[src/rtl/alu_op_issue.sv]
// alu_op_issue
//   Decodes an RV32I instruction (opcode/funct3/funct7) into a 5-bit ALU
//   SELECT code. It holds that code stable until downstream consumes it, and
//   stretches the valid/ready handshake for multi-cycle MUL and DIV operations.
//
// Optional feature macro: RV32M_EN
//   Defined   : OP with funct7=0000001 decodes to MUL..REMU. These ops take
//               MUL_CYCLES or DIV_CYCLES cycles.
//   Undefined : those encodings are illegal, EXEC is never entered, and
//               o_busy is tied low.
//
// Ports
//   i_clk        clock; all state changes on its rising edge
//   i_reset      synchronous active-high reset
//   i_opcode     instruction bits [6:0]
//   i_funct3     instruction bits [14:12]
//   i_funct7     instruction bits [31:25]
//   i_in_valid   upstream presents an instruction
//   o_in_ready   instruction is accepted this cycle when i_in_valid is high
//   o_select     registered ALU select code
//   o_out_valid  o_select is final and the ALU result may be consumed
//   i_out_ready  downstream consumes the result this cycle
//   o_busy       multi-cycle operation in progress
//   o_illegal    accepted instruction did not decode (qualified by o_out_valid)
module alu_op_issue #(
  parameter int unsigned MUL_CYCLES = 2,
  parameter int unsigned DIV_CYCLES = 4
) (
  input  logic       i_clk,
  input  logic       i_reset,
  input  logic [6:0] i_opcode,
  input  logic [2:0] i_funct3,
  input  logic [6:0] i_funct7,
  input  logic       i_in_valid,
  output logic       o_in_ready,
  output logic [4:0] o_select,
  output logic       o_out_valid,
  input  logic       i_out_ready,
  output logic       o_busy,
  output logic       o_illegal
);

  localparam logic [4:0] SEL_ADD  = 5'b00000;
  localparam logic [4:0] SEL_SUB  = 5'b00001;
  localparam logic [4:0] SEL_AND  = 5'b00010;
  localparam logic [4:0] SEL_OR   = 5'b00011;
  localparam logic [4:0] SEL_XOR  = 5'b00100;
  localparam logic [4:0] SEL_SLL  = 5'b00101;
  localparam logic [4:0] SEL_SRL  = 5'b00110;
  localparam logic [4:0] SEL_SRA  = 5'b00111;
  localparam logic [4:0] SEL_SLT  = 5'b01000;
  localparam logic [4:0] SEL_SLTU = 5'b01001;
  localparam logic [4:0] SEL_FWD  = 5'b01010;
  localparam logic [4:0] SEL_NOP  = 5'b11111;

  localparam logic [6:0] OPC_OP     = 7'b0110011;
  localparam logic [6:0] OPC_OPIMM  = 7'b0010011;
  localparam logic [6:0] OPC_LUI    = 7'b0110111;
  localparam logic [6:0] OPC_AUIPC  = 7'b0010111;
  localparam logic [6:0] OPC_LOAD   = 7'b0000011;
  localparam logic [6:0] OPC_STORE  = 7'b0100011;
  localparam logic [6:0] OPC_JAL    = 7'b1101111;
  localparam logic [6:0] OPC_JALR   = 7'b1100111;
  localparam logic [6:0] OPC_BRANCH = 7'b1100011;

  localparam logic [1:0] CLS_SINGLE = 2'd0;
  localparam logic [1:0] CLS_MUL    = 2'd1;
  localparam logic [1:0] CLS_DIV    = 2'd2;

  // Counter preload: EXEC lasts L-1 cycles, and the last EXEC cycle sees count 0.
  localparam logic [3:0] MUL_LOAD = (MUL_CYCLES > 32'd1) ? 4'(MUL_CYCLES - 32'd2) : 4'd0;
  localparam logic [3:0] DIV_LOAD = (DIV_CYCLES > 32'd1) ? 4'(DIV_CYCLES - 32'd2) : 4'd0;

  typedef enum logic [1:0] {
    ST_IDLE = 2'b00,
    ST_EXEC = 2'b01,
    ST_DONE = 2'b10
  } state_t;

  state_t     r_state;
  state_t     w_state_nxt;
  logic [3:0] r_cnt;
  logic [4:0] w_dec_sel;
  logic       w_dec_ill;
  logic [1:0] w_dec_cls;
  logic       w_dec_multi;
  logic [3:0] w_dec_load;
  logic       w_in_ready;
  logic       w_accept;

  // Shared funct3 map used by OP (funct7=0) and OP-IMM.
  function automatic logic [4:0] alu_base(input logic [2:0] f3);
    case (f3)
      3'b000:  alu_base = SEL_ADD;
      3'b001:  alu_base = SEL_SLL;
      3'b010:  alu_base = SEL_SLT;
      3'b011:  alu_base = SEL_SLTU;
      3'b100:  alu_base = SEL_XOR;
      3'b101:  alu_base = SEL_SRL;
      3'b110:  alu_base = SEL_OR;
      default: alu_base = SEL_AND;
    endcase
  endfunction

  // Instruction decode: select code, illegal flag, latency class.
  always_comb begin
    w_dec_sel = SEL_NOP;
    w_dec_ill = 1'b1;
    w_dec_cls = CLS_SINGLE;
    case (i_opcode)
      OPC_OP: begin
        if (i_funct7 == 7'b0000000) begin
          w_dec_sel = alu_base(i_funct3);
          w_dec_ill = 1'b0;
        end else if (i_funct7 == 7'b0100000) begin
          if (i_funct3 == 3'b000) begin
            w_dec_sel = SEL_SUB;
            w_dec_ill = 1'b0;
          end else if (i_funct3 == 3'b101) begin
            w_dec_sel = SEL_SRA;
            w_dec_ill = 1'b0;
          end else begin
            w_dec_ill = 1'b1;
          end
        end
`ifdef RV32M_EN
        else if (i_funct7 == 7'b0000001) begin
          // MUL..REMU occupy consecutive codes 11..18 in funct3 order.
          w_dec_sel = 5'd11 + {2'b00, i_funct3};
          w_dec_ill = 1'b0;
          w_dec_cls = i_funct3[2] ? CLS_DIV : CLS_MUL;
        end
`endif
        else begin
          w_dec_ill = 1'b1;
        end
      end
      OPC_OPIMM: begin
        // funct7 only matters for the shift-immediate encodings.
        case (i_funct3)
          3'b001: begin
            if (i_funct7 == 7'b0000000) begin
              w_dec_sel = SEL_SLL;
              w_dec_ill = 1'b0;
            end else begin
              w_dec_ill = 1'b1;
            end
          end
          3'b101: begin
            if (i_funct7 == 7'b0000000) begin
              w_dec_sel = SEL_SRL;
              w_dec_ill = 1'b0;
            end else if (i_funct7 == 7'b0100000) begin
              w_dec_sel = SEL_SRA;
              w_dec_ill = 1'b0;
            end else begin
              w_dec_ill = 1'b1;
            end
          end
          default: begin
            w_dec_sel = alu_base(i_funct3);
            w_dec_ill = 1'b0;
          end
        endcase
      end
      OPC_LUI: begin
        w_dec_sel = SEL_FWD;
        w_dec_ill = 1'b0;
      end
      OPC_AUIPC, OPC_LOAD, OPC_STORE, OPC_JAL, OPC_JALR: begin
        w_dec_sel = SEL_ADD;
        w_dec_ill = 1'b0;
      end
      OPC_BRANCH: begin
        case (i_funct3)
          3'b000, 3'b001: begin w_dec_sel = SEL_SUB;  w_dec_ill = 1'b0; end
          3'b100, 3'b101: begin w_dec_sel = SEL_SLT;  w_dec_ill = 1'b0; end
          3'b110, 3'b111: begin w_dec_sel = SEL_SLTU; w_dec_ill = 1'b0; end
          default:        begin w_dec_sel = SEL_NOP;  w_dec_ill = 1'b1; end
        endcase
      end
      default: begin
        w_dec_sel = SEL_NOP;
        w_dec_ill = 1'b1;
      end
    endcase
  end

  // Latency of the decoded op: whether it needs EXEC, and the counter preload.
  always_comb begin
    w_dec_multi = ((w_dec_cls == CLS_MUL) && (MUL_CYCLES > 32'd1)) ||
                  ((w_dec_cls == CLS_DIV) && (DIV_CYCLES > 32'd1));
    if (w_dec_cls == CLS_MUL) begin
      w_dec_load = MUL_LOAD;
    end else begin
      w_dec_load = DIV_LOAD;
    end
  end

  // Handshake: ready in IDLE, or in DONE while the result is being consumed.
  always_comb begin
    if (i_reset) begin
      w_in_ready = 1'b0;
    end else begin
      w_in_ready = (r_state == ST_IDLE) || ((r_state == ST_DONE) && i_out_ready);
    end
    w_accept = i_in_valid && w_in_ready;
  end

  // FSM state register.
  always_ff @(posedge i_clk) begin
    if (i_reset) begin
      r_state <= ST_IDLE;
    end else begin
      r_state <= w_state_nxt;
    end
  end

  // FSM next-state logic.
  always_comb begin
    w_state_nxt = r_state;
    case (r_state)
      ST_IDLE, ST_DONE: begin
        if (w_accept) begin
          w_state_nxt = w_dec_multi ? ST_EXEC : ST_DONE;
        end else if ((r_state == ST_DONE) && i_out_ready) begin
          w_state_nxt = ST_IDLE;
        end else begin
          w_state_nxt = r_state;
        end
      end
      ST_EXEC: begin
        if (r_cnt == 4'd0) begin
          w_state_nxt = ST_DONE;
        end else begin
          w_state_nxt = ST_EXEC;
        end
      end
      default: w_state_nxt = ST_IDLE;
    endcase
  end

  // FSM outputs, decoded from the state register.
  always_comb begin
    o_in_ready  = w_in_ready;
    o_out_valid = (r_state == ST_DONE);
`ifdef RV32M_EN
    o_busy      = (r_state == ST_EXEC);
`else
    o_busy      = 1'b0;
`endif
  end

  // Select/illegal capture on accept; held until the next accept.
  always_ff @(posedge i_clk) begin
    if (i_reset) begin
      o_select  <= SEL_NOP;
      o_illegal <= 1'b0;
    end else if (w_accept) begin
      o_select  <= w_dec_sel;
      o_illegal <= w_dec_ill;
    end else begin
      o_select  <= o_select;
      o_illegal <= o_illegal;
    end
  end

  // Multi-cycle countdown: loaded on accept, decremented while in EXEC.
  always_ff @(posedge i_clk) begin
    if (i_reset) begin
      r_cnt <= 4'd0;
    end else if (w_accept) begin
      r_cnt <= w_dec_multi ? w_dec_load : 4'd0;
    end else if ((r_state == ST_EXEC) && (r_cnt != 4'd0)) begin
      r_cnt <= r_cnt - 4'd1;
    end else begin
      r_cnt <= r_cnt;
    end
  end

endmodule

[config.mk]
export PLATFORM = sky130hd
export DESIGN_NAME = alu_op_issue
export DESIGN_NICKNAME = d
export VERILOG_FILES = /design/src/rtl/alu_op_issue.sv
export SDC_FILE = /design/constraint.sdc
export NUM_CORES = 1
export LEC_CHECK = 0
export BUFFER_PORTS_ARGS = -buffer_cell sky130_fd_sc_hd__buf_4
export CAP_MARGIN = 20
export CORE_UTILIZATION = 54
export CTS_BUF_LIST = sky130_fd_sc_hd__clkbuf_2
export DETAILED_ROUTE_END_ITERATION = 10
export PLACE_DENSITY = 0.84
export SETUP_SLACK_MARGIN = 0.2
export SLEW_MARGIN = 10
export SYNTH_ARGS = -nofsm -noshare
export SYNTH_HDL_FRONTEND = slang
export SYNTH_SLANG_ARGS = --single-unit
[constraint.sdc]
create_clock -name i_clk -period 3.1 [get_ports i_clk]
set_input_delay 0.31 -clock i_clk [delete_from_list [all_inputs] [get_ports i_clk]]
set_output_delay 0.31 -clock i_clk [all_outputs]
set_load 0.02 [all_outputs]
==> results.txt <==
Setup repair after global routing left no endpoint under its margin. The last weighted congestion value of the routability-driven placer is 0.889. The synthesized cell area came out at 841 um^2. The startpoint type of the worst setup path is a register. The highest ir drop seen on vdd came out at 0.350 mV. The utilization of the core after routing is 0.783. The number of diodes came out at 0. In this run, CTS created clock tree buffers numbering 3.

In this run the worst setup path begins at r_cnt[0]$_SDFFE_PP0P_. In this run the tightest slew margin relative to its limit is 0.612. The area share of xor/xnor cells in the synthesized design came out at 0.0313. The clock slew at the register clock pins of the worst setup and hold paths came out at 0.11 ns.

The ratio of cells with drive above 1 in the final layout is 0.263. The biggest area contributor in the post-synthesis netlist is sky130_fd_sc_hd__dfxtp_1. The I/O pin count came out at 30. The clock net in this run drives a total of 12 sinks. The layer flagged by global routing as most heavily used is met2.

For this run, the total global-route usage over all layers was measured as 0.254. The largest family of logic cells by synthesized area is simple AND/OR/NAND/NOR gates. The flow ran to the end, and the final reports show no timing, DRC or antenna violations. STA classifies the critical path endpoint as a register. Of the total synthesized cell area, the portion taken by full adders, half adders and majority gates is 0.0298.

The detailed-route wire length per cell came out at 13.4 um. After detailed routing, the number of vias per cell comes to 6.00. The hold violation count in the final report came out at 0.

Of the available clock period, the critical path in the final layout requires 0.520. For met1 alone, demand over resource in global routing was 0.333. The worst hold slack after final layout came out at 0.241 ns.

The iteration count of the initial detailed-routing pass came out at 4. The multi-input combinational cell area came out at 567 um^2. Synthesis produced a netlist with a net count of 132.

For met3 alone, demand over resource in global routing was 0.0826. The first-pass GRT wire length came out at 3500 um. The achievable clock frequency came out at 621 MHz. Counting every instance in the synthesized netlist gives 109. The signal on the critical path passes through inv_1 -> ha_1 -> nor3b_1 -> nor3b_1 -> nor2_1 -> a211oi_1.

The die is 41.5 um tall. By area the synthesized netlist is led by sky130_fd_sc_hd__dfxtp_1 29%, sky130_fd_sc_hd__nor2_1 6.7%, sky130_fd_sc_hd__nor2b_1 6.0%, sky130_fd_sc_hd__nand2b_1 4.5%, sky130_fd_sc_hd__a31oi_1 3.7%. The via count of the first global-routing pass was 854. The clock latency at the later pin of the worst-skew pair is 0.26 ns. The number of max-capacitance violations reported came out at 0. The most frequently used flop master after synthesis is sky130_fd_sc_hd__dfxtp_1. The worst hold path begins at i_reset. The register bit count reported by yosys came out at 12. The largest individual stage delay along the critical path comes from the cell sky130_fd_sc_hd__nor3b_1. The overall die width is 41.5 um. By instance count, the cell type seen most on the critical path is sky130_fd_sc_hd__nor3b_1. The remaining global-route overflow is 0. For this run, global-route usage on met2 was measured as 0.409. The cell family contributing the most delay on the critical path is simple AND/OR/NAND/NOR gates. After detailed routing, the number of remaining DRC violations is 0. Summed over all cells, the static leakage comes to 0.420 nW.

At the worst endpoint, the required time is 3.28 ns. The initialized floorplan defines 13 standard-cell rows. After clock tree synthesis, the repair step resized 0 gates. The iteration-0 DRC count of the detailed router came out at 32. The cell area power density is 289 mW/mm^2.

The clock passes through at most 2 buffers. In this run the critical register-to-register path is launched from r_cnt[0]$_SDFFE_PP0P_. The count of port buffers added during placement is 28. The net total in the final layout is 161. The number of slew-limit violations in the final report was 0. The largest net degree at the start of global routing is 12. The distinct cell type count after synthesis came out at 39.

Yosys instantiated no cell more often than sky130_fd_sc_hd__nor2_1. For the pin with the worst max-slew slack, the measured transition is 0.577 ns. Of the synthesized area, sequential elements account for 0.286.

The mean area per synthesized cell is 7.71 um^2. The die covers 0.00172 mm^2. The fraction of the mapped netlist area in simple logic gates came out at 0.381.

The largest incremental delay on the critical path is 0.45 ns. The post-synthesis compound-gate area fraction is 0.216. The synthesis-to-layout area growth is 27.2%. The fraction of synthesis flops using an asynchronous set or reset pin came out at 0. The area of the core came out at 0.00137 mm^2. The initial core utilization is 0.615. The detailed placer's ending HPWL is 1610 um. The worst hold path belongs to the class primary input to register. At the worst endpoint, the arrival time is 1.79 ns. The overall routed net length is 2030 um. The share of the synthesized area in the top cell type came out at 0.286. The synthesis warning total is 0. The maximum fanout encountered on the critical timing path is 4.

The post-layout minimum cycle time came out at 1.61 ns. The residual antenna-violating net count after detailed routing is 0. In this run the number of H-tree levels came out at 1. The worst setup path is of the register to register kind. The register cell area after layout came out at 240 um^2. The final-layout setup total negative slack came out at 0 ns. The number of enable flip-flop cells after synthesis came out at 0. The final-report setup violation count is 0.

By count the netlist is led by 15 x sky130_fd_sc_hd__nor2_1, 12 x sky130_fd_sc_hd__dfxtp_1, 8 x sky130_fd_sc_hd__nor2b_1. Hold repair after CTS inserted 0 buffers. The multiplexer area fraction after synthesis is 0.0119. In this run the clock root is driven by a sky130_fd_sc_hd__clkbuf_2.

The initial antenna violation count was 0. The total vias in the final route is 912. Buffers added to address setup during post-CTS repair amount to 0. Together, buffers and inverters on the worst path number 1. Between clock sinks in the finished design, the worst skew comes to 0.00961 ns. TritonCTS built the clock tree. The layout has 112 filler cells.
-- metrics by stage --
stage,area [um^2],cells,setup WS (ns),total power [mW]
floorplan,841,109,1.51,0.200
global placement,1050,148,1.35,0.233
detailed placement,1050,148,1.34,0.236
CTS,1070,152,1.48,0.313
global route,1070,152,1.32,0.333
finish,1070,152,1.49,0.309
-- power breakdown --
group	total (mW)	internal (mW)	switching, mW	leakage (nW)
Clock	0.0765	0.0280	0.0485	0.0140
Sequential	0.160	0.157	0.00267	0.0976
Combinational	0.0733	0.0367	0.0366	0.308
-- routing by layer --
metal / wire (um) / vias up / part of all wire
met1: 928 / 408 / 0.46
li1: - / 456 / -
met5: 0 / - / 0
met4: 6 / 0 / 0.0029
met2: 912 / 46 / 0.45
met3: 187 / 2 / 0.092
-- layout by cell type (no fill, tap or decap), types with 2 or more instances in the layout --
cell,Yosys,layout
sky130_fd_sc_hd__nor3b_1,2,2
sky130_fd_sc_hd__xnor2_1,2,2
sky130_fd_sc_hd__inv_1,4,4
sky130_fd_sc_hd__nor2_1,15,15
sky130_fd_sc_hd__a41oi_1,3,3
sky130_fd_sc_hd__nor3_1,6,6
sky130_fd_sc_hd__a21oi_1,2,2
sky130_fd_sc_hd__nor2b_1,8,8
sky130_fd_sc_hd__dfxtp_1,12,12
sky130_fd_sc_hd__nand3b_1,3,3
sky130_fd_sc_hd__or3_1,2,2
sky130_fd_sc_hd__nand2_1,4,4
sky130_fd_sc_hd__nand2b_1,6,6
sky130_fd_sc_hd__nand3_1,3,3
sky130_fd_sc_hd__o21ai_0,6,6
sky130_fd_sc_hd__clkbuf_2,0,3
sky130_fd_sc_hd__a31oi_1,5,5
sky130_fd_sc_hd__ha_1,2,2
sky130_fd_sc_hd__buf_4,1,28
-- sequential cells by signal (all words and copies together) (netlist names) --
| name | flops |
|---|---|
| r_cnt | 4 |
| r_state | 2 |
| o_illegal | 1 |
| o_select | 5 |
-- cell type report --
type,instances,share of cell area
well taps,15,0.0175
inverters,4,0.0140
repair buffers,28,0.196
multi-input cells,89,0.530
clock buffers,3,0.0140
clock inverters,1,0.00351
flip-flops and latches,12,0.225
-- path summary, 6_finish.rpt --
check | depth (start not counted) | slack (ns) | endpoint
setup reg to reg | 6 | 1.49 | r_cnt[1]$_SDFFE_PP0P_
hold reg to reg | 2 | 0.51 | o_select[0]$_SDFFE_PP1P_
setup / recovery | 6 | 1.49 | r_cnt[1]$_SDFFE_PP0P_
hold / removal | 2 | 0.24 | r_state[0]$_SDFFE_PP0P_
-- logic make-up (layout without fill, tap and decap cells) --
| logic type | Yosys count | in the layout |
|---|---|---|
| DFF | 12 | 12 |
| muxes | 1 | 1 |
| other | 1 | 1 |
| buffers and inverters | 8 | 36 |
| xor gates and xnor gates | 3 | 3 |
| AOI/OAI and AO/OA | 26 | 26 |
| and+or+nand+nor | 56 | 56 |
| adders and majority gates | 2 | 2 |
Power figures use the tool's default switching activity.
